<file path="config.mk">
export PLATFORM = sky130hd
export DESIGN_NAME = ftoi_pipe
export DESIGN_NICKNAME = d
export VERILOG_FILES = /design/src/rtl/ftoi_pkg.sv /design/src/rtl/ftoi_round.sv /design/src/rtl/ftoi_pipe.sv
export SDC_FILE = /design/constraint.sdc
export NUM_CORES = 1
export LEC_CHECK = 0
export ABC_CLOCK_PERIOD_IN_PS = 6500
export BUFFER_PORTS_ARGS = -buffer_cell sky130_fd_sc_hd__buf_2
export CORE_MARGIN = 2
export CORE_UTILIZATION = 59
export DETAILED_ROUTE_END_ITERATION = 16
export HOLD_SLACK_MARGIN = 0.08
export PLACE_DENSITY = 0.8
export SYNTH_ARGS = -nofsm -noshare
export SYNTH_HDL_FRONTEND = slang
export SYNTH_SLANG_ARGS = --single-unit
</file>
<file path="constraint.sdc">
create_clock -name clk -period 6.5 [get_ports clk]
set_input_delay 0.325 -clock clk [delete_from_list [all_inputs] [get_ports clk]]
set_output_delay 0.325 -clock clk [all_outputs]
set_load 0.01 [all_outputs]
</file>
<file path="src/rtl/ftoi_pkg.sv">
// Shared types for the float-to-integer pipeline: rounding modes, flag
// bit positions and operand classes.
package ftoi_pkg;

  typedef enum logic [1:0] {
    RM_RNE = 2'b00,
    RM_RTZ = 2'b01,
    RM_RDN = 2'b10,
    RM_RUP = 2'b11
  } rm_e;

  typedef enum logic [1:0] {
    CLS_ZERO   = 2'b00,
    CLS_NORMAL = 2'b01,
    CLS_INF    = 2'b10,
    CLS_NAN    = 2'b11
  } cls_e;

  localparam int FLAG_INVALID = 1;
  localparam int FLAG_INEXACT = 0;

  // Saturation bound for an out-of-range magnitude of the given sign.
  function automatic logic [63:0] sat_bound(input logic sign, input logic uns, input int w);
    logic [63:0] umax_v;
    logic [63:0] smax_v;
    logic [63:0] smin_v;
    umax_v = {64{1'b1}} >> (64 - w);
    smax_v = umax_v >> 1;
    smin_v = smax_v + 64'd1;
    if (sign) begin
      sat_bound = uns ? 64'd0 : smin_v;
    end else begin
      sat_bound = uns ? umax_v : smax_v;
    end
  endfunction

endpackage

</file>
<file path="src/rtl/ftoi_round.sv">
// Stage-2 combinational round / negate / saturate / flag generation on an
// aligned magnitude with integer part, guard bit and sticky bit.
module ftoi_round
  import ftoi_pkg::*;
#(
  parameter int INT_W = 32
) (
  input  logic             sign,
  input  cls_e             cls,
  input  logic             huge,
  input  logic [INT_W-1:0] int_mag,
  input  logic             guard,
  input  logic             sticky,
  input  rm_e              rm,
  input  logic             uns,
  output logic [INT_W-1:0] result,
  output logic [1:0]       flags
);

  logic             inexact_s;
  logic             round_up_s;
  logic [INT_W:0]   mag_rnd_s;
  logic [INT_W-1:0] sat_val_s;
  logic [INT_W-1:0] umax_s;
  logic [INT_W-1:0] smax_s;
  logic             pos_ovf_s;
  logic             neg_ovf_s;

  assign umax_s    = {INT_W{1'b1}};
  assign smax_s    = {1'b0, {(INT_W-1){1'b1}}};
  assign sat_val_s = INT_W'(sat_bound(sign, uns, INT_W));

  // Rounding increment decision and rounded magnitude.
  always_comb begin
    inexact_s = guard | sticky;
    case (rm)
      RM_RNE:  round_up_s = guard & (sticky | int_mag[0]);
      RM_RTZ:  round_up_s = 1'b0;
      RM_RDN:  round_up_s = sign & inexact_s;
      RM_RUP:  round_up_s = ~sign & inexact_s;
      default: round_up_s = 1'b0;
    endcase
    mag_rnd_s = {1'b0, int_mag} + {{INT_W{1'b0}}, round_up_s};
  end

  // Range checks: signed negative may reach exactly 2^(INT_W-1).
  always_comb begin
    pos_ovf_s = uns ? mag_rnd_s[INT_W] : (mag_rnd_s[INT_W] | mag_rnd_s[INT_W-1]);
    neg_ovf_s = mag_rnd_s[INT_W] | (mag_rnd_s[INT_W-1] & (|mag_rnd_s[INT_W-2:0]));
  end

  // Result selection by class, sign and range.
  always_comb begin
    result = {INT_W{1'b0}};
    flags  = 2'b00;
    case (cls)
      CLS_ZERO: begin
        flags[FLAG_INEXACT] = sticky;
      end
      CLS_NAN: begin
        result              = uns ? umax_s : smax_s;
        flags[FLAG_INVALID] = 1'b1;
      end
      CLS_INF: begin
        result              = sat_val_s;
        flags[FLAG_INVALID] = 1'b1;
      end
      CLS_NORMAL: begin
        if (huge) begin
          result              = sat_val_s;
          flags[FLAG_INVALID] = 1'b1;
        end else if (sign && uns) begin
          // Negative to unsigned is legal only when it rounds to zero.
          if (mag_rnd_s == {(INT_W+1){1'b0}}) begin
            flags[FLAG_INEXACT] = inexact_s;
          end else begin
            flags[FLAG_INVALID] = 1'b1;
          end
        end else if (sign) begin
          if (neg_ovf_s) begin
            result              = sat_val_s;
            flags[FLAG_INVALID] = 1'b1;
          end else begin
            result              = (~mag_rnd_s[INT_W-1:0]) + {{(INT_W-1){1'b0}}, 1'b1};
            flags[FLAG_INEXACT] = inexact_s;
          end
        end else begin
          if (pos_ovf_s) begin
            result              = sat_val_s;
            flags[FLAG_INVALID] = 1'b1;
          end else begin
            result              = mag_rnd_s[INT_W-1:0];
            flags[FLAG_INEXACT] = inexact_s;
          end
        end
      end
      default: begin
        result = {INT_W{1'b0}};
        flags  = 2'b00;
      end
    endcase
  end

endmodule

</file>
<file path="src/rtl/ftoi_pipe.sv">
// Two-stage float-to-integer converter: S1 unpacks and aligns, S2 rounds,
// saturates and presents the result under valid/ready flow control.
module ftoi_pipe
  import ftoi_pkg::*;
#(
  parameter int EXP_W = 8,
  parameter int MAN_W = 23,
  parameter int INT_W = 32
) (
  input  logic                   clk,
  input  logic                   rst,
  input  logic                   in_valid,
  output logic                   in_ready,
  input  logic [EXP_W+MAN_W:0]   in_data,
  input  logic [1:0]             in_rm,
  input  logic                   in_unsigned,
  output logic                   out_valid,
  input  logic                   out_ready,
  output logic [INT_W-1:0]       out_data,
  output logic [1:0]             out_flags,
  output logic [1:0]             fflags,
  input  logic                   flag_clr
);

  localparam int DW = 1 + EXP_W + MAN_W;
  localparam int AW = MAN_W + INT_W + 2;
  localparam int EW = EXP_W + 2;
  localparam logic signed [EW-1:0] BIAS_E  = EW'((1 << (EXP_W - 1)) - 1);
  localparam logic signed [EW-1:0] INT_W_E = EW'(INT_W);
  localparam logic signed [EW-1:0] E_ZERO  = {EW{1'b0}};
  localparam logic signed [EW-1:0] E_NEG1  = {EW{1'b1}};

  logic                    advance_s;
  logic                    retire_s;
  logic                    in_sign_s;
  logic [EXP_W-1:0]        in_exp_s;
  logic [MAN_W-1:0]        in_man_s;
  logic signed [EW-1:0]    e_s;
  logic [AW-1:0]           wide_s;
  logic [AW-1:0]           shifted_s;
  cls_e                    cls_s;
  logic                    huge_s;
  logic [INT_W-1:0]        int_s;
  logic                    guard_s;
  logic                    sticky_s;

  logic                    s1_valid_r;
  logic                    s1_sign_r;
  cls_e                    s1_cls_r;
  logic                    s1_huge_r;
  logic [INT_W-1:0]        s1_int_r;
  logic                    s1_guard_r;
  logic                    s1_sticky_r;
  rm_e                     s1_rm_r;
  logic                    s1_uns_r;

  logic [INT_W-1:0]        rnd_data_s;
  logic [1:0]              rnd_flags_s;
  logic                    out_valid_r;
  logic [INT_W-1:0]        out_data_r;
  logic [1:0]              out_flags_r;
  logic [1:0]              fflags_r;

  assign advance_s = ~out_valid_r | out_ready;
  assign retire_s  = out_valid_r & out_ready;
  assign in_ready  = advance_s & ~rst;

  assign in_sign_s = in_data[DW-1];
  assign in_exp_s  = in_data[MAN_W +: EXP_W];
  assign in_man_s  = in_data[MAN_W-1:0];
  assign e_s       = $signed({2'b00, in_exp_s}) - BIAS_E;
  assign wide_s    = {{(INT_W+1){1'b0}}, 1'b1, in_man_s};
  assign shifted_s = wide_s << $unsigned(e_s);

  // S1 classify and align: binary point sits MAN_W bits above the LSB.
  always_comb begin
    cls_s    = CLS_ZERO;
    huge_s   = 1'b0;
    int_s    = {INT_W{1'b0}};
    guard_s  = 1'b0;
    sticky_s = 1'b0;
    if (in_exp_s == {EXP_W{1'b0}}) begin
      sticky_s = |in_man_s;
    end else if (in_exp_s == {EXP_W{1'b1}}) begin
      cls_s = (in_man_s == {MAN_W{1'b0}}) ? CLS_INF : CLS_NAN;
    end else begin
      cls_s = CLS_NORMAL;
      if ((e_s >= INT_W_E) || (|shifted_s[AW-1 -: 2])) begin
        huge_s = 1'b1;
      end else if (e_s >= E_ZERO) begin
        int_s    = shifted_s[MAN_W +: INT_W];
        guard_s  = shifted_s[MAN_W-1];
        sticky_s = |shifted_s[MAN_W-2:0];
      end else if (e_s == E_NEG1) begin
        guard_s  = 1'b1;
        sticky_s = |in_man_s;
      end else begin
        sticky_s = 1'b1;
      end
    end
  end

  // S1 operand payload; captured whenever the pipeline advances.
  always_ff @(posedge clk) begin
    if (advance_s) begin
      s1_sign_r   <= in_sign_s;
      s1_cls_r    <= cls_s;
      s1_huge_r   <= huge_s;
      s1_int_r    <= int_s;
      s1_guard_r  <= guard_s;
      s1_sticky_r <= sticky_s;
      s1_rm_r     <= rm_e'(in_rm);
      s1_uns_r    <= in_unsigned;
    end
  end

  ftoi_round #(
    .INT_W (INT_W)
  ) u_round (
    .sign    (s1_sign_r),
    .cls     (s1_cls_r),
    .huge    (s1_huge_r),
    .int_mag (s1_int_r),
    .guard   (s1_guard_r),
    .sticky  (s1_sticky_r),
    .rm      (s1_rm_r),
    .uns     (s1_uns_r),
    .result  (rnd_data_s),
    .flags   (rnd_flags_s)
  );

  // Valid bits and S2 output register; everything holds while stalled.
  always_ff @(posedge clk) begin
    if (rst) begin
      s1_valid_r  <= 1'b0;
      out_valid_r <= 1'b0;
      out_data_r  <= {INT_W{1'b0}};
      out_flags_r <= 2'b00;
    end else if (advance_s) begin
      s1_valid_r  <= in_valid;
      out_valid_r <= s1_valid_r;
      out_data_r  <= rnd_data_s;
      out_flags_r <= rnd_flags_s;
    end
  end

  // Sticky flags; a clear coinciding with a retire keeps only the retiring flags.
  always_ff @(posedge clk) begin
    if (rst) begin
      fflags_r <= 2'b00;
    end else if (flag_clr) begin
      fflags_r <= retire_s ? out_flags_r : 2'b00;
    end else if (retire_s) begin
      fflags_r <= fflags_r | out_flags_r;
    end
  end

  assign out_valid = out_valid_r;
  assign out_data  = out_data_r;
  assign out_flags = out_flags_r;
  assign fflags    = fflags_r;

endmodule

</file>
Yosys cells after proc, flatten, opt, wreduce, memory -nomap -nowiden
Index checks and enable logic that the tools add are counted.
{"block": "word_totals", "reg_bits": 79, "latchBits": 0, "mem_bits_rw": 0, "mem_bits_ro": 0, "input_bits": 40, "output_inout_bits": 38, "mem_count": 0}
{"block": "op_classes", "add_sub_neg": 3, "mul": 0, "div_mod_pow": 0, "n_lt_le_gt_ge": 2, "n_eq_ne": 8, "n_shift": 1, "muxes": 37, "bitwise_logic": 18, "reduce_logical": 17}
{"operator": "32-bit 2-to-1 mux", "count": 9}
{"operator": "32-bit case mux with 3 select lines", "count": 1}
{"operator": "24-bit by 10-bit left shift with 57-bit output", "count": 1}
{"operator": "32-bit by 1-bit adder with 33-bit output", "count": 1}
{"operator": "33-bit zero test", "count": 1}
{"operator": "32-bit by 1-bit adder with 32-bit output, second input constant", "count": 1}
{"operator": "32-bit inverter", "count": 1}
{"operator": "31-bit OR reduction", "count": 1}
{"operator": "23-bit zero test", "count": 1}
{"operator": "23-bit OR reduction", "count": 1}
{"operator": "22-bit OR reduction", "count": 1}
{"operator": "1-bit 2-to-1 mux", "count": 19}
{"operator": "2-bit 2-to-1 mux", "count": 5}
{"operator": "9-bit by 1-bit == test with 1-bit output, second input constant", "count": 1}
{"operator": "9-bit by 1-bit greater-or-equal comparator with 1-bit output, second input constant", "count": 1}
{"operator": "9-bit by 7-bit greater-or-equal comparator with 1-bit output, second input constant", "count": 1}
{"operator": "8-bit by 7-bit subtractor with 9-bit output, second input constant", "count": 1}
{"operator": "2-bit == test, second input constant", "count": 4}
{"operator": "8-bit == test, second input constant", "count": 1}
{"operator": "8-bit zero test", "count": 1}
{"operator": "2-bit OR reduction", "count": 4}
{"operator": "1-bit AND", "count": 6}
{"operator": "1-bit inverter", "count": 5}
{"operator": "1-bit OR", "count": 5}
{"operator": "10 further kinds", "count": 13}

Logic depth before layout (Yosys ltp)
Gate-level depths: netlist of the first run.
{"block": "depth", "ltp_word": 12, "mapped_depth": 21, "ltp_nobuf": 16}

Cells and area by module
From an unflattened synthesis of the first run, not the netlist that was laid out.
{"block": "hier_totals", "hier_cells": 978, "hier_area_um2": 7379.6}
{"mod": "ftoi_pipe", "instances": 1, "cells_per_inst": 583, "area_each_um2": 4848.4, "seq_area_each_um2": 1991.9}
{"mod": "ftoi_round", "instances": 1, "cells_per_inst": 395, "area_each_um2": 2531.2, "seq_area_each_um2": 0.0}

Worst setup path after synthesis of the first run
OpenSTA, ideal clock, no wires.
{"block": "synth_timing", "path_type": "register to register", "start": "reg s1_sign_r", "end": "reg out_data_r[30], in the netlist out_data[30]", "t_arrival_ns": 5.150, "path_slack_ns": 1.228, "path_stages_with_launch": 21, "path_buffers": 5, "path_cell_list": "edfxtp_1 clkbuf_1 clkinv_1 clkbuf_1 a31oi_1 o21ai_0 a21oi_1 ha_1 ha_1 nand3_1 nor4_1 xor2_1 or4b_1 buf_2 or2_2 buf_2 or3_1 buf_2 o31a_1 o31a_1 a221o_1"}
{"block": "synth_via", "elab_chain_cells": 12, "elab_cells_between_ends": 20, "classes_between": "add/sub: 2; mux: 9; bitwise: 7; reduce/logical: 2"}
{"item": "start: declaration", "line": "ftoi_pipe.sv:48", "source": "logic s1_sign_r;"}
{"item": "start signal: assignment", "line": "ftoi_pipe.sv:106", "source": "s1_sign_r <= in_sign_s;"}
{"item": "branches (longest 11 deep; another with 32-bit by 1-bit adder with 33-bit output)"}
{"item": "32-bit case mux with 3 select lines *", "line": "ftoi_round.sv:56", "source": "case (cls)"}
{"item": "end signal: assignment", "line": "ftoi_pipe.sv:137", "source": "out_data_r <= {INT_W{1'b0}};"}
{"item": "end signal: assignment", "line": "ftoi_pipe.sv:142", "source": "out_data_r <= rnd_data_s;"}
{"item": "end: declaration", "line": "ftoi_pipe.sv:60", "source": "logic [INT_W-1:0] out_data_r;"}
Every way passes the cells marked *.
A chain may end at the register's enable or synchronous reset.

Final worst setup path of the first run
{"block": "layout_timing", "start": "reg s1_sign_r", "end": "reg out_data_r[19], in the netlist out_data[19]"}
The elaborated chain is that of the path after synthesis.

==> results of run 1 <==
worst paths after layout:
kind,to,cells past startpoint,slack (ns)
setup / recovery,out_data[19]$_SDFFE_PP0N_,13,0.91
setup reg to reg,out_data[19]$_SDFFE_PP0N_,13,0.91
hold / removal,s1_uns_r$_DFFE_PN_,1,0.15
hold reg to reg,s1_valid_r$_SDFFE_PP0N_,2,0.45
layout make-up:
type / count / area [µm²]
multi-input cells: 731 / 4748
fillers: 995 / 3780
flip-flops and latches: 79 / 1992
repair buffers: 91 / 490.5
clock buffers: 11 / 242.7
well taps: 143 / 178.9
inverters: 16 / 60.06
clock inverters: 4 / 23.77
through the flow:
stage	cells	util (%)	setup slack (ns)
floorplan	894	-	1.228
global placement	1060	64.86	1.190
detailed placement	1060	64.86	1.048
CTS	1075	67.18	1.038
global route	1075	67.18	0.6258
finish	1075	67.18	0.9141
kinds of logic (layout without fill, tap and decap cells):
group / after synthesis / after routing / synth area share (%)
mux: 50 / 50 / 8.823
fa+ha+maj: 7 / 7 / 1.243
buf+inv: 84 / 122 / 5.059
compound gates: 249 / 249 / 22.95
flops: 79 / 79 / 28.26
xor+xnor: 52 / 52 / 6.462
simple gates: 373 / 373 / 27.20
layer usage:
layer	wire length (µm)	vias to the layer above	track usage [%]	share of wire, %
met2	9034	349	48.58	45
met3	1481	45	4.606	7.4
li1	-	3461	-	-
met5	0	-	0	0
met4	503	0	10.33	2.5
met1	8947	3309	44.26	45
flip-flops by register name (all words and copies together), names as in the netlist, 2 cells and up:
name       flops
out_data      32
s1_int_r      32
out_flags      2
s1_rm_r        2
s1_cls_r       2
fflags         2
cells in the final DEF, fill, tap and decap left out, drive strengths merged, types with 6 or more instances in the layout:
| master | n |
|---|---|
| or4 | 8 |
| nand4 | 21 |
| a211oi | 18 |
| nor3 | 42 |
| and3 | 10 |
| ha | 7 |
| dfxtp | 38 |
| mux4 | 9 |
| or3 | 9 |
| nor2 | 87 |
| a32oi | 6 |
| mux2i | 34 |
| buf | 91 |
| o2111ai | 7 |
| nand3 | 35 |
| nand2 | 81 |
| clkbuf | 11 |
| and2 | 10 |
| a221o | 13 |
| a21oi | 95 |
| a31oi | 14 |
| nor4 | 29 |
| o21ai | 41 |
| edfxtp | 41 |
| inv | 15 |
| mux2 | 7 |
| xor2 | 21 |
| xnor2 | 31 |
| nor3b | 8 |
| or2 | 12 |
power by group through the flow:
stage	clock network [µW]	logic, µW	registers (µW)
6_report	457	520	608
5_1_grt	482	564	613
4_1_cts	461	508	607
3_5_place_dp	0	506	617
3_3_place_gp	0	502	616
2_1_floorplan	0	362	618
critical path, stage by stage, from the launching register on:
cell,delay [ns]
edfxtp_1,0.40
buf_4,0.30
a21oi_1,0.20
ha_1,0.35
ha_1,0.31
nand3_1,0.33
nor4_1,0.91
xor2_1,0.22
or4b_1,0.70
or2_2,0.42
nor4_4,0.42
a211oi_2,0.21
or4_1,0.56
a31oi_1,0.17
==> impl_metrics.py, run 1 <==
metrics = {
    "routing": {
        "wire_per_inst_um": 18.57,
        "drc": 0,
        "finalWirelength_mm": 19.97,
        "first_pass_iters": 5,
        "drt_iter0_drc": 988,
        "viasPerCell": 6.664,
        "postRouteAntennaNets": 0,
        "vias": 7164,
    },
    "timing": {
        "fin_skew_ns": 0.004615,
        "rsz0062_at_grt": "no",
        "fmax_ghz": 0.1790,
        "setup_viol": 0,
        "hold_ws_ns": 0.1535,
        "tns_ns": 0,
        "slew_violations": 0,
        "tightest_slew_ns": 1.165,
        "hold_viol": 0,
        "timing.slew.headroom_pct": 22.27,
        "fin_crit_sh_pct": 85.94,
        "period_minus_slack_ns": 5.586,
    },
    "power_and_ir_drop": {
        "power.switching_uw": 548.9,
        "ir_worst_vdd_mv": 0.1391,
        "switching_share_pct": 34.62,
        "p_seq_share_pct": 38.4,
        "clkPwrFrac_pct": 28.8,
        "power_leakage_uw": 0.002962,
        "cellInternalPower_uw": 1037,
        "powerDensity_nw_per_um2": 204.9,
        "power.total_uw": 1585,
        "comb_power_share_pct": 32.8,
    },
    "setup_path": {
        "cp.required_ns": 6.78,
        "end_kind": "register",
        "startpoint_type": "register",
        "critical_path_class": "reg2reg",
        "cp_max_fo": 52,
        "crit_path_start": "s1_sign_r$_DFFE_PN_",
        "r2r_start": "s1_sign_r$_DFFE_PN_",
        "arrival_ns": 5.86,
    },
    "floorplanning": {
        "coreArea_um2": 11520,
        "rows": 39,
        "dieArea_um2": 12840,
        "dieWidth_um": 113.3,
        "start_util_pct": 61.20,
        "io_pins": 78,
        "die_height_um": 113.3,
    },
    "synthesis": {
        "ys.flop_type": "edfxtp_1",
        "yosys.area.top_type_share_pct": 17.47,
        "yosys-top-cells-area": "edfxtp_1, dfxtp_1, a21oi_1, mux2i_1, nor2_1",
        "ys_seq_elements": 79,
        "ys_seq_area_share_pct": 28.26,
        "synthDistinctLibCells": 77,
        "yosys.area.top_type": "edfxtp_1",
        "post-synth-top-count-cell": "a21oi_1",
        "synth-warning-count": 0,
        "async_reset_ff_share_pct": 0,
        "syn_area_per_cell_um2": 7.884,
        "synth_common_cells": "a21oi_1, nor2_1, nand2_1, clkbuf_1, nor3_1",
        "synth_edf_count": 41,
        "syn_nets": 941,
        "synthCells": 894,
        "syn_area_um2": 7048,
    },
    "cts": {
        "clkSlewWorstSetupHoldPaths_ns": 0.06,
        "cts_buffer_depth": 2,
        "ctsResizeCount": 0,
        "cts_tree": "yes",
        "post-cts-setup-buffers": 0,
        "htree_levels": 3,
        "postCtsHoldBufs": 0,
        "clkSinkCount": 79,
        "clk_latency_ns": 0.34,
        "cts_made_buffers": 9,
        "cts_root_buf": "clkbuf_16",
    },
    "finish": {
        "syn_to_final_growth_pct": 9.764,
        "drive_above_1_share_pct": 16.31,
        "final_nets": 975,
        "final_cell_area_um2": 7736,
        "antennaDiodeCount": 0,
    },
    "placed_design": {
        "globalplace.congestion": 0.9699,
        "place_area_um2": 7470,
        "port_buffers": 77,
        "hpwl_mm": 14.85,
    },
    "global_route": {
        "overflow": 0,
        "grt_max_degree": 53,
        "grt_pass1_vias": 6245,
        "grt_first_pass_wirelength_mm": 32.24,
        "grt_use_total_pct": 31.06,
        "antenna_found_initial": 0,
    },
    "hold_path": {
        "min_from": "in_unsigned",
        "hp-class": "in2reg",
    },
    "run": {
        "cap_viol_max_count": 0,
    },
    "outcome": {
        "status": "complete, no violations",
    },
}
(Power assumes the default switching activity.)
==> run 2, diff against run 1 <==
--- a/config.mk
+++ b/config.mk
@@ -5,6 +5,7 @@
 export SDC_FILE = /design/constraint.sdc
 export NUM_CORES = 1
 export LEC_CHECK = 0
+export ABC_AREA = 1
 export ABC_CLOCK_PERIOD_IN_PS = 6500
 export BUFFER_PORTS_ARGS = -buffer_cell sky130_fd_sc_hd__buf_2
 export CORE_MARGIN = 2
==> impl_metrics.py, run 2 <==
metrics = {
    "outcome": {
        "status": "complete, no violations",
    },
    "timing": {
        "rsz0062_at_grt": "no",
        "hold_viol": 0,
        "timing.slew.headroom_pct": 20.60,
        "tightest_slew_ns": 1.187,
        "slew_violations": 0,
        "setup_viol": 0,
        "fin_crit_sh_pct": 66.84,
        "period_minus_slack_ns": 4.345,
        "tns_ns": 0,
        "fmax_ghz": 0.2302,
        "fin_skew_ns": 0.01296,
    },
    "finish": {
        "multiInputGateArea_um2": 5340,
        "fillCellCount": 1314,
        "mostFrequentLayoutCells": "nand2_1, nand3_1, nor2_1",
        "final_common_cell": "nand2_1",
        "final_nets": 1463,
        "seq_area_um2": 1992,
        "antennaDiodeCount": 0,
        "final_cell_area_um2": 8707,
        "drive_above_1_share_pct": 10.91,
        "syn_to_final_growth_pct": 9.127,
    },
    "power_and_ir_drop": {
        "ir_worst_vdd_mv": 0.1421,
        "switching_share_pct": 38.97,
        "comb_power_share_pct": 35.7,
        "p_seq_share_pct": 33.9,
        "power.switching_uw": 683.3,
        "clkPwrFrac_pct": 30.4,
        "cellInternalPower_uw": 1070,
        "powerDensity_nw_per_um2": 201.4,
        "power_leakage_uw": 0.004095,
    },
    "routing": {
        "viasPerCell": 5.914,
        "drt_iter0_drc": 1049,
        "postRouteAntennaNets": 0,
        "drc": 0,
        "finalWirelength_mm": 24.57,
        "wire_per_inst_um": 15.38,
        "vias": 9444,
        "first_pass_iters": 6,
    },
    "synthesis": {
        "synthCells": 1385,
        "synth-warning-count": 0,
        "synth_common_cells": "nand2_1, nand3_1, nor2_1, inv_1, a21oi_1",
        "synthDistinctLibCells": 47,
        "ys.flop_type": "edfxtp_1",
        "post-synth-top-count-cell": "nand2_1",
        "async_reset_ff_share_pct": 0,
        "yosys.area.top_type_share_pct": 23.38,
        "yosys.area.top_type": "nand2_1",
        "ys_seq_area_share_pct": 24.96,
        "syn_area_um2": 7979,
        "syn_area_per_cell_um2": 5.761,
        "synth_edf_count": 41,
        "ys_seq_elements": 79,
        "yosys-top-cells-area": "nand2_1, edfxtp_1, nand3_1, dfxtp_1, nor2_1",
        "syn_nets": 1432,
    },
    "global_route": {
        "met2_usage_pct": 53.30,
        "grt_pass1_vias": 8132,
        "use_met3_pct": 5.896,
        "overflow": 0,
        "grt.met1_usage_pct": 49.70,
        "grt_use_total_pct": 34.75,
        "grt_first_pass_wirelength_mm": 40.47,
        "grt_max_degree": 46,
        "antenna_found_initial": 0,
        "busiest_layer": "met2",
    },
    "placed_design": {
        "globalplace.congestion": 0.9927,
        "hpwl_mm": 19.05,
        "place_area_um2": 8399,
        "port_buffers": 77,
    },
    "setup_path": {
        "startpoint_type": "register",
        "cp.required_ns": 6.71,
        "end_kind": "register",
        "cp_max_fo": 38,
        "arrival_ns": 4.55,
        "critical_path_class": "reg2reg",
    },
    "cts": {
        "cts_tree": "yes",
        "cts_root_buf": "clkbuf_16",
        "htree_levels": 3,
        "cts_buffer_depth": 2,
        "post-cts-setup-buffers": 0,
        "clkSlewWorstSetupHoldPaths_ns": 0.07,
        "postCtsHoldBufs": 0,
        "clkSinkCount": 79,
        "cts_made_buffers": 9,
        "ctsResizeCount": 0,
        "clk_latency_ns": 0.35,
    },
    "floorplanning": {
        "start_util_pct": 60.25,
        "die_height_um": 120.3,
        "rows": 42,
        "io_pins": 78,
        "dieWidth_um": 120.3,
        "coreArea_um2": 13240,
        "dieArea_um2": 14470,
    },
    "hold_path": {
        "hp-class": "in2reg",
    },
    "run": {
        "cap_viol_max_count": 0,
    },
}
[run 2: cell types whose count changed after synthesis, sizes merged, moves of 17 or more]
cell / previous run / this run
inv: 15 / 102
nand3: 35 / 201
mux2i: 34 / 1
nor4: 29 / 10
o21ai: 41 / 70
nor2: 87 / 149
nand4: 21 / 41
nor3: 42 / 6
nand2: 81 / 505
xnor2: 31 / 1
a211oi: 18 / 1
[run 2: cells by family (layout without fill, tap and decap cells)]
kind of cell,after synthesis,after routing,synth area share (%)
flip-flops,79,79,24.96
AND/OR/NAND/NOR,936,936,52.02
adder cells (fa/ha/maj),7,7,1.098
XOR/XNOR,14,14,1.537
buffers and inverters,171,207,8.421
multiplexers,1,1,0.1255
AO/OA/AOI/OAI,177,177,11.84
[run 2: cell type report]
type | count | area share [%]
sequential | 79 | 22.88
clock buffer | 9 | 2.587
tap | 176 | 2.529
multi-input combinational | 1135 | 61.33
clock inverter | 7 | 0.9484
timing repair buffer | 86 | 5.202
inverter | 105 | 4.527
[run 2: worst max-delay path, stage by stage, from the launching register on]
cell,delay [ns]
edfxtp_1,0.33
buf_4,0.37
xor2_1,0.19
nand3b_1,0.08
o41ai_1,0.07
ha_1,0.42
ha_1,0.38
nand3_2,0.15
inv_2,0.13
nand2_2,0.10
o21ai_1,0.14
nand2_1,0.11
nor2_1,0.27
nand2_2,0.16
nor2_8,0.18
nand2_1,0.09
nor2_1,0.15
nand2_1,0.09
o31ai_1,0.46
nand3_1,0.15
nand2_1,0.10
a21oi_1,0.06
[run 2: worst paths after layout]
kind / cells past startpoint / endpoint / startpoint / slack, ns
min reg2reg: 2 / out_data[23]$_SDFFE_PP0N_ / out_data[23]$_SDFFE_PP0N_ / 0.46
max: 21 / out_flags[1]$_SDFFE_PP0N_ / s1_sign_r$_DFFE_PN_ / 2.16
max reg2reg: 21 / out_flags[1]$_SDFFE_PP0N_ / s1_sign_r$_DFFE_PN_ / 2.16
min: 1 / s1_rm_r[0]$_DFFE_PN_ / in_rm[0] / 0.14
[run 2: power by group through the flow]
stage / sequential, µW / combinational, µW / clock [µW]
after floorplan: 609 / 443 / 0
after global placement: 604 / 610 / 0
after detailed placement: 604 / 611 / 0
after CTS: 594 / 615 / 536
after global routing: 599 / 706 / 556
final: 595 / 626 / 532
[run 2: stage by stage]
step           util, %  worst slack (ns)  cells  power, µW  hold slack [ns]
2_1_floorplan        -             2.852   1385       1052           0.4239
3_3_place_gp     63.43             2.417   1581       1214           0.4500
3_5_place_dp     63.43             2.303   1581       1215           0.4534
4_1_cts          65.75             2.275   1597       1745           0.1387
5_1_grt          65.75             1.764   1597       1861           0.1389
6_report         65.75             2.155   1597       1753           0.1442
[run 2: metal layers]
layer / vias to the layer above / part of all wire (%)
li1: 4675 / -
met2: 440 / 44
met3: 49 / 9.0
met5: - / 0
met1: 4280 / 45
met4: 0 / 2.3
==> run 3, diff against run 2 <==
--- a/config.mk
+++ b/config.mk
@@ -6,13 +6,13 @@
 export NUM_CORES = 1
 export LEC_CHECK = 0
 export ABC_AREA = 1
-export ABC_CLOCK_PERIOD_IN_PS = 6500
+export ABC_CLOCK_PERIOD_IN_PS = 3900
 export BUFFER_PORTS_ARGS = -buffer_cell sky130_fd_sc_hd__buf_2
 export CORE_MARGIN = 2
-export CORE_UTILIZATION = 59
+export CORE_UTILIZATION = 55
 export DETAILED_ROUTE_END_ITERATION = 16
 export HOLD_SLACK_MARGIN = 0.08
-export PLACE_DENSITY = 0.8
+export PLACE_DENSITY = 0.78
 export SYNTH_ARGS = -nofsm -noshare
 export SYNTH_HDL_FRONTEND = slang
 export SYNTH_SLANG_ARGS = --single-unit
==> constraint.sdc (replaced) <==
create_clock -name clk -period 3.9 [get_ports clk]
set_input_delay 0.195 -clock clk [delete_from_list [all_inputs] [get_ports clk]]
set_output_delay 0.195 -clock clk [all_outputs]
set_load 0.01 [all_outputs]
==> impl_metrics.py, run 3 (synthesis gave the netlist of run 2 again) <==
metrics = {
    "outcome": {
        "status": "complete, no violations",
    },
    "finish": {
        "final_cell_area_um2": 9059,
        "final_nets": 1491,
        "antennaDiodeCount": 0,
        "mostFrequentLayoutCells": "nand2_1, nand3_1, nor2_1",
        "final_common_cell": "nand2_1",
        "fin_util_pct": 63.04,
        "seq_area_um2": 1992,
        "fillCellCount": 1413,
        "drive_above_1_share_pct": 13.53,
        "syn_to_final_growth_pct": 13.53,
        "multiInputGateArea_um2": 5444,
    },
    "cts": {
        "cts_tree": "yes",
        "clk_latency_ns": 0.36,
        "clkSlewWorstSetupHoldPaths_ns": 0.07,
        "htree_levels": 3,
        "cts_made_buffers": 9,
        "cts_root_buf": "clkbuf_16",
        "clkSinkCount": 79,
        "cts_buffer_depth": 2,
    },
    "routing": {
        "vias": 9479,
        "postRouteAntennaNets": 0,
        "finalWirelength_mm": 25.52,
        "drc": 0,
        "drt_iter0_drc": 898,
        "wire_per_inst_um": 15.63,
        "first_pass_iters": 6,
        "viasPerCell": 5.805,
    },
    "timing": {
        "hold_viol": 0,
        "setup_slack_ns": 0.2944,
        "fin_skew_ns": 0.01248,
        "setup_viol": 0,
        "tightest_slew_ns": 1.322,
        "slew_violations": 0,
        "timing.slew.headroom_pct": 11.84,
        "period_minus_slack_ns": 3.606,
        "fmax_ghz": 0.2773,
        "fin_crit_sh_pct": 92.45,
    },
    "placed_design": {
        "place_area_um2": 8514,
        "port_buffers": 77,
        "detailedPlace.worstSlack_ns": 0.09776,
        "hpwl_mm": 19.23,
        "globalplace.congestion": 1.047,
    },
    "global_route": {
        "grt_pass1_vias": 8330,
        "grt_use_total_pct": 32.24,
        "grt_first_pass_wirelength_mm": 41.40,
        "overflow": 0,
        "grt_max_degree": 47,
        "antenna_found_initial": 0,
    },
    "run": {
        "cap_viol_max_count": 0,
    },
    "power_and_ir_drop": {
        "powerDensity_nw_per_um2": 334.5,
        "ir_worst_vdd_mv": 0.2064,
        "power_leakage_uw": 0.004246,
    },
    "setup_path": {
        "r2r_start": "s1_rm_r[0]$_DFFE_PN_",
        "arrival_ns": 3.89,
        "cp_max_fo": 7,
        "r2r-end": "out_data[25]$_SDFFE_PP0N_",
        "critical_path_class": "reg2reg",
        "startpoint_type": "register",
        "cp.required_ns": 4.19,
        "r2r_slack_ns": 0.29,
        "r2r_cells": 21,
        "end_kind": "register",
    },
    "floorplanning": {
        "io_pins": 78,
        "die_height_um": 124.4,
        "rows": 44,
        "dieWidth_um": 124.4,
        "coreArea_um2": 14370,
        "dieArea_um2": 15490,
        "start_util_pct": 55.53,
    },
    "hold_path": {
        "min_from": "flag_clr",
        "min_path_cells": 4,
        "hp-class": "in2reg",
        "min_to": "fflags[0]$_SDFFE_PP0P_",
    },
}
-- run 3: changes by cell type in the layout (fill, tap and decap cells not counted), sizes merged --
cell | before | now
bufinv | 1 | 0
buf | 86 | 110
dlygate4sd3 | 0 | 4
inv | 109 | 107
clkbuf | 9 | 11
clkinvlp | 0 | 1
-- run 3: metal layers --
layer	GRT usage (%)	routed length, µm	vias to the layer above
met1	46.11	11460	4263
li1	-	-	4721
met4	10.31	689	0
met5	0	0	-
met3	5.799	2177	57
met2	49.44	11200	438
-- run 3: critical path, cell delays in order, from the launching register on --
cell	delay, ns
edfxtp_1	0.41
o41ai_2	0.35
ha_2	0.28
ha_2	0.32
inv_1	0.07
ha_1	0.21
nand3_2	0.12
nor2_4	0.12
nand3_4	0.11
nor2_4	0.17
nand3_4	0.13
nor2_8	0.16
buf_4	0.13
nand4_4	0.12
nand3_4	0.15
buf_4	0.15
nand2_1	0.04
o21ai_0	0.16
nand2_1	0.06
nand2_1	0.09
nand2_1	0.06
a21oi_1	0.12
-- run 3: power breakdown --
part	switching [µW]	total, µW	internal, µW	leakage [µW]
clock network	396	921	525	0.000158
logic	741	1120	374	0.00330
registers	52.7	993	941	0.000791
-- run 3: cell type report --
| cell class | count | area share, % |
|---|---|---|
| clock buffer | 11 | 3.039 |
| clock inverter | 5 | 0.5525 |
| inverter | 105 | 4.351 |
| multi-input combinational | 1135 | 60.10 |
| sequential | 79 | 21.99 |
| tap | 184 | 2.541 |
| timing repair buffer | 114 | 7.431 |
-- run 3: timing repair --
item / 4_1_cts / 5_1_grt
buffers inserted: 0 / 10
endpoints found under the setup margin: 0 / 31
hold buffers: 4 / 0
gates resized for setup: 0 / 24
endpoints found under the hold margin: 4 / 0
-- run 3: metrics by stage --
stage | cells | hold WS, ns | total power (µW) | setup TNS, ns
final | 1633 | 0.09853 | 3030 | 0
after global routing | 1633 | 0.1266 | 3202 | -0.03671
after CTS | 1623 | 0.09617 | 2961 | 0
after detailed placement | 1603 | 0.3733 | 2046 | 0
after global placement | 1603 | 0.3715 | 2042 | 0
after floorplan | 1385 | 0.2939 | 1754 | 0
-- run 3: worst max-delay path by stage --
| stage | start | to | slack (ns) |
|---|---|---|---|
| 2_1_floorplan | s1_sign_r$_DFFE_PN_ | out_data[28]$_SDFFE_PP0N_ | 0.25 |
| 3_3_place_gp | s1_sticky_r$_DFFE_PN_ | out_flags[0]$_SDFFE_PP0N_ | 0.09 |
| 3_5_place_dp | s1_sticky_r$_DFFE_PN_ | out_flags[0]$_SDFFE_PP0N_ | 0.1 |
| 4_1_cts | s1_rm_r[1]$_DFFE_PN_ | out_flags[0]$_SDFFE_PP0N_ | 0.08 |
| 5_1_grt | s1_guard_r$_SDFFCE_PP0N_ | out_data[20]$_SDFFE_PP0N_ | -0.02 |
| 6_report | s1_rm_r[0]$_DFFE_PN_ | out_data[25]$_SDFFE_PP0N_ | 0.29 |
